**src/rtl/player_blitter.sv**
```systemverilog
// Purpose : scans every screen pixel, queries the player block, and copies
//           non-transparent sprite texels into the frame buffer.
// Latency : a pixel issued in SCAN reaches fb_we two cycles later; done pulses
//           once the pipeline has emptied after the last pixel.
// Backpressure: fb_we && !fb_ready freezes the scan counters and both stages.
//
// Ports:
//   Clk, Reset      system clock, synchronous active-high reset
//   frame_clk       frame tick; its rising edge starts a blit when idle
//   PixelX/PixelY   query coordinates to the player block
//   is_player       hit flag for PixelX/PixelY (combinational, from player block)
//   player_address  sprite ROM address paired with is_player
//   rom_address     registered ROM read address; rom_data is valid a cycle later
//   rom_data        sprite colour index
//   fb_we/fb_addr/fb_data/fb_ready  frame-buffer write handshake
//   busy            high while a blit is in progress
//   done            one-cycle pulse when a blit completes
module player_blitter #(
    parameter int       SCREEN_W    = 320,
    parameter int       SCREEN_H    = 240,
    parameter logic [3:0] TRANSPARENT = 4'd0
) (
    input  logic        Clk,
    input  logic        Reset,
    input  logic        frame_clk,
    output logic [8:0]  PixelX,
    output logic [8:0]  PixelY,
    input  logic        is_player,
    input  logic [11:0] player_address,
    output logic [11:0] rom_address,
    input  logic [3:0]  rom_data,
    output logic        fb_we,
    output logic [16:0] fb_addr,
    output logic [3:0]  fb_data,
    input  logic        fb_ready,
    output logic        busy,
    output logic        done
);

    localparam logic [8:0] X_LAST = 9'(SCREEN_W - 1);
    localparam logic [8:0] Y_LAST = 9'(SCREEN_H - 1);

    typedef enum logic [1:0] {
        IDLE  = 2'd0,
        SCAN  = 2'd1,
        DRAIN = 2'd2
    } state_t;

    state_t      state;
    logic        frame_q;      // delayed copy of frame_clk
    logic        frame_edge;   // registered rising-edge flag
    logic [16:0] lin_addr;     // Y*SCREEN_W+X, kept by incrementing alongside X/Y
    logic        v1;           // stage 1: hit pending ROM read
    logic [16:0] a1;           // stage 1: frame-buffer address of that hit
    logic        v2;           // stage 2: write pending
    logic        stall;

    assign fb_we = v2;
    assign stall = v2 && !fb_ready;

    always_ff @(posedge Clk) begin
        if (Reset) begin
            state       <= IDLE;
            // Track the live level so a frame_clk already high across Reset
            // is not mistaken for a fresh edge once Reset drops.
            frame_q     <= frame_clk;
            frame_edge  <= 1'b0;
            PixelX      <= 9'd0;
            PixelY      <= 9'd0;
            lin_addr    <= 17'd0;
            rom_address <= 12'd0;
            v1          <= 1'b0;
            a1          <= 17'd0;
            v2          <= 1'b0;
            fb_addr     <= 17'd0;
            fb_data     <= 4'd0;
            busy        <= 1'b0;
            done        <= 1'b0;
        end else begin
            frame_q    <= frame_clk;
            frame_edge <= frame_clk && !frame_q;
            done       <= 1'b0;

            // Stage 2 consumes stage 1 whenever the output is not blocked;
            // stage 1 defaults to empty and is refilled below only in SCAN.
            if (!stall) begin
                v2      <= v1 && (rom_data != TRANSPARENT);
                fb_data <= rom_data;
                fb_addr <= a1;
                v1      <= 1'b0;
            end

            case (state)
                IDLE: begin
                    if (frame_edge) begin
                        state    <= SCAN;
                        busy     <= 1'b1;
                        PixelX   <= 9'd0;
                        PixelY   <= 9'd0;
                        lin_addr <= 17'd0;
                    end
                end
                SCAN: begin
                    if (!stall) begin
                        rom_address <= player_address;
                        v1          <= is_player;
                        a1          <= lin_addr;
                        if (PixelX == X_LAST && PixelY == Y_LAST) begin
                            state <= DRAIN;
                        end else begin
                            lin_addr <= lin_addr + 17'd1;
                            if (PixelX == X_LAST) begin
                                PixelX <= 9'd0;
                                PixelY <= PixelY + 9'd1;
                            end else begin
                                PixelX <= PixelX + 9'd1;
                            end
                        end
                    end
                end
                DRAIN: begin
                    // Finished once stage 1 is empty and stage 2 is empty or
                    // its write is being accepted on this edge.
                    if (!v1 && (!v2 || fb_ready)) begin
                        state <= IDLE;
                        busy  <= 1'b0;
                        done  <= 1'b1;
                    end
                end
                default: begin
                    state <= IDLE;
                    busy  <= 1'b0;
                end
            endcase
        end
    end

endmodule

```
**config.mk**
```make
export PLATFORM = sky130hd
export DESIGN_NAME = player_blitter
export DESIGN_NICKNAME = d
export VERILOG_FILES = /design/src/rtl/player_blitter.sv
export SDC_FILE = /design/constraint.sdc
export NUM_CORES = 1
export LEC_CHECK = 0
export ABC_AREA = 1
export ABC_CLOCK_PERIOD_IN_PS = 1500
export CORE_AREA = 2 2 89 91
export DETAILED_ROUTE_END_ITERATION = 12
export DIE_AREA = 0 0 91 93
export DONT_BUFFER_PORTS = 1
export PLACE_DENSITY = 0.75
export SYNTH_ARGS = -nofsm -noshare
export SYNTH_HDL_FRONTEND = slang
export SYNTH_SLANG_ARGS = --single-unit
```
**constraint.sdc**
```tcl
create_clock -name Clk -period 1.5 [get_ports Clk]
set_input_delay 0.15 -clock Clk [delete_from_list [all_inputs] [get_ports Clk]]
set_output_delay 0.15 -clock Clk [all_outputs]
set_load 0.01 [all_outputs]
```
# Word level (Yosys, flattened, before mapping)
# Cells that the tools add are included.
# op_classes
addsub	3
n_mul	0
n_div	0
n_lt_le_gt_ge	0
eq_ne	10
n_shift	0
n_mux	25
bitwise	3
reduce_logical	19
# ops
cell	n
$mux 9	7
$mux 17	3
$pmux 9 s2	2
$pmux 17 s2	1
$add 9x1->9 const B	2
$add 17x1->17 const B	1
$ne 2x2->1 const B	6
$eq 9x8->1 const B	1
$eq 9x9->1 const B	1
$mux 2	4
$reduce_and 4->1	2
$mux 1	6
$pmux 2 s3	1
$logic_and 1x1->1	5
$reduce_and 5->1	1
$logic_not 1->1	4
$reduce_bool 4->1	1
$not 1->1	3
$pmux 1 s3	1
$reduce_and 3->1	1
$eq 2x1->1 const B	1
$eq 2x2->1 const B	1
$logic_not 2->1	1
$reduce_and 2->1	1
other kinds (3)	3
# word_totals
register_bits	93
latchBits	0
ramBits	0
rom_bits	0
output_inout_bits	54
memories	0

# Depth between registers and ports, before layout
# depth
word_depth	5
depth_mapped	11

# Worst setup path before layout
# No wires, ideal clock.
# synth_path
path_kind	reg2reg
from	reg PixelY[1]
to	reg lin_addr[0]
setup_ns	0.116
arrival_time_ns	1.528
setup_slack_ns	-0.144
stages_incl_launch_ff	10
path_buffers	1
synth_period_minus_slack_ns	1.644
path_cell_list	dfxtp_1 > ha_1 > nand3_1 > nor2_2 > nand3_4 > nand2_2 > inv_2 > buf_4 > nor2_1 > nor2_1
# synth_between
elab_chain_len	4
# synth_rtl
element	line	source
start, declared	27	output logic [8:0] PixelY,
start signal, assigned	114	PixelY <= PixelY + 9'd1;
$eq 9x8->1	108	if (PixelX == X_LAST && PixelY == Y_LAST) begin
$logic_and 1x1->1	108	
$ne 2x2->1 (no source line)	n/a	
$reduce_and 4->1 (no source line)	n/a	
end signal, assigned	111	lin_addr <= lin_addr + 17'd1;
end, declared	52	logic [16:0] lin_addr;
# Every way passes these cells.
# A chain may end at the register's enable or synchronous reset.

# Worst setup path in the final report
# layout_path
from	reg PixelX[1]
to	reg PixelX[0]
# layout_between
elab_chain_len	5
word_cells_on_any_way	8
# layout_rtl
element	line	source
start, declared	26	output logic [8:0] PixelX,
start signal, assigned	116	PixelX <= PixelX + 9'd1;
$eq 9x9->1 *	108, 112	
$mux 9	112	if (PixelX == X_LAST) begin
$mux 9	108	
$mux 9	104	if (!stall) begin
$pmux 9 s2	93	case (state)
# Mark *: on every way between the ends. The rest lies on a longest branch, timed or not. The select of a mux whose other input is x is not followed.

==> metrics.cfg <==
[route]
dr.pass1.iters=5
via_per_inst=5.336
drtIter0Drc=275
drc=0
drt-total-wl_mm=10.70
wl_per_cell_um=13.79
ant_nets=0
dr_total_vias=4141

[placed_design]
post-dp-hpwl_mm=6.987
gp_congestion=0.8844
io_buffers=0
placed_cell_area_um2=4636

[power]
switching_share_pct=27.23
p_comb_share_pct=9.9
pwr-share-clk_pct=34.2
peakVddDrop_v=0.0005764
sequentialPowerShare_pct=55.9
power_switching_w=0.001284
intPower_w=0.003431
power_density_nw_per_um2=905.7
p_leak_nw=2.202
power_w=0.004715

[yosys]
async_flop_share_pct=0
synth_area_um2=4209
syn_nets=633
yosys_warnings=0
yosys-top-cells-count=nor2_1, nand2_1, dfxtp_1
yosysMostFrequentCell=nor2_1
synthCells=609
synth_cell_type_count=30
synth_ff_type=dfxtp_1
synth.ff_latch_count=93
synth_edf_count=0
syn_area_per_cell_um2=6.911
synth_area_leaders=dfxtp_1, nor2_1, nand2_1, o21ai_0, inv_1
yosysTopAreaCellShare_pct=44.23
synth_top_area_cell=dfxtp_1
seq_area_frac_synth_pct=44.23

[setup_path]
critPathMaxFanout=6
critical_path_class=flop to flop
cp-end-kind=flop
cp-start-kind=flop
required_ps=1790
worstPathArrival_ps=1870

[run_status]
violations=negative hold slack, negative setup slack
status=finished, violations left

[floorplan]
pin_count=75
fp-row-count=32
dieWidth_um=91
core_area_um2=7527
die_area_um2=8463
start_util_pct=55.92
die_y_um=93

[timing]
tightest_slew_ps=385.9
fmax_mhz=636.2
rsz0062_at_grt=yes
holdWs_ps=-159.5
finalClockSkew_ps=5.875
period_minus_slack_ps=1572
relSlewSlack_pct=74.08
hold_violations=23
final-max-slew-violation-count=0
setup-violations-final=20
period_share_pct=104.8
worst_slack_ps=-71.72

[clock_tree]
cts_tree=yes
clkSlewWorstSetupHoldPaths_ps=90
hold_buffers=16
cts_sinks=93
cts_htree_levels=3
cts-buffers-inserted=9
clk_latency_ps=360
root_buffer=clkbuf_8
clockBufferDepth=2

[global_routing]
grt_max_degree=47
grtUsageMet2_pct=42.28
grt.met1_usage_pct=29.48
grt_usage_pct=24.47
gr-total-overflow=0
antenna_found_initial=0
grt_pass1_vias=3797
met3_usage_pct=5.802
grt_pass1_wl_mm=17.02
grt-busiest-layer=met2

[hold_path]
hold_path_class=input pin to flop

[layout]
fin_area_um2=5206
utilization_pct=69.17
syn_to_final_growth_pct=23.69
antennaDiodeCount=0
drive_above_1_share_pct=18.10
nets=693

[job]
max-cap-violations=0

-- path summary, 6_finish.rpt --
kind	from	to	slack, ps	cells past startpoint
setup / recovery	PixelX[1]	PixelX[0]	-70	10
hold / removal	Reset	PixelY[4]	-160	1
setup reg to reg	PixelX[1]	PixelX[0]	-70	10
hold reg to reg	frame_q	frame_edge	390	1
-- critical path, stage by stage, from the launching register on --
cell and delay [ps]:
dfxtp_2 370, ha_4 160, nand2_4 60, nor2_4 130, nand2_2 80, inv_2 80, nand3_4 120, nand2_8 160
clkbuf_16 160, nand2_1 50, a21oi_1 130
-- stage by stage --
stage / TNS, ps / worst slack (ps) / std cells / hold WS (ps)
floorplan: 0 / 0.8933 / 609 / 177.7
global placement: 0 / 25.82 / 739 / 177.8
global route: -3378 / -139.8 / 776 / -180.4
detailed placement: -19.74 / -8.903 / 739 / 177.8
CTS: 0 / 24.46 / 771 / -170.7
finish: -615.8 / -71.72 / 776 / -159.5
-- logic make-up (layout without fill, tap and decap cells) --
group / Yosys count / count (layout) / synth area share, %
buffers and inverters: 90 / 155 / 9.126
AO/OA/AOI/OAI: 107 / 107 / 13.05
adder cells (fa/ha/maj): 3 / 3 / 0.8919
XOR/XNOR: 5 / 5 / 1.040
flip-flops: 93 / 93 / 44.23
AND/OR/NAND/NOR: 311 / 311 / 31.66
-- layer usage --
layer  up-vias  share of wire (%)
li1       2078                  -
met1      1898                 42
met2       138                 50
met3        27                5.8
met4         0                1.9
met5         -                  0
-- registers in the layout, indices dropped and copies added (netlist names), named ones only --
name,count
PixelX,9
PixelY,9
a1,17
busy,1
done,1
fb_addr,17
fb_data,4
fb_we,1
frame_edge,1
frame_q,1
lin_addr,17
rom_address,12
state,2
-- repair_timing --
item / in CTS / in global routing
cloned: 0 / 2
hold endpoints to repair: 39 / 22
buffers inserted: 0 / 3
pin swaps: 0 / 16
setup endpoints to repair: 25 / 36
gates resized for setup: 10 / 35
-- power groups by stage --
stage	logic [W]	clock network, W	registers, W
5_1_grt	0.000517	0.00174	0.00265
6_report	0.000467	0.00161	0.00264
2_1_floorplan	0.000261	0	0.00268
3_5_place_dp	0.000355	0	0.00269
4_1_cts	0.000402	0.00163	0.00263
3_3_place_gp	0.000346	0	0.00269
-- cells in the final DEF, fill, tap and decap left out, types with 6 or more instances in the layout --
cell type,n
nor3_1,8
a21oi_1,34
nand4_1,18
nand2_1,111
dlygate4sd3_1,16
nor2_1,126
dfxtp_1,88
inv_1,55
clkbuf_8,10
nand3_1,22
a21oi_2,8
nand3_2,6
o21ai_0,56
buf_4,56
-- final cells by class --
cell class / count / area (um2)
fill: 629 / 2321
multi-input combinational: 426 / 2079
sequential: 93 / 1868
timing repair buffer: 79 / 703.2
inverter: 60 / 236.5
clock buffer: 10 / 137.6
tap: 102 / 127.6
clock inverter: 6 / 53.80
Note: power is estimated with default switching activity, not from simulation.
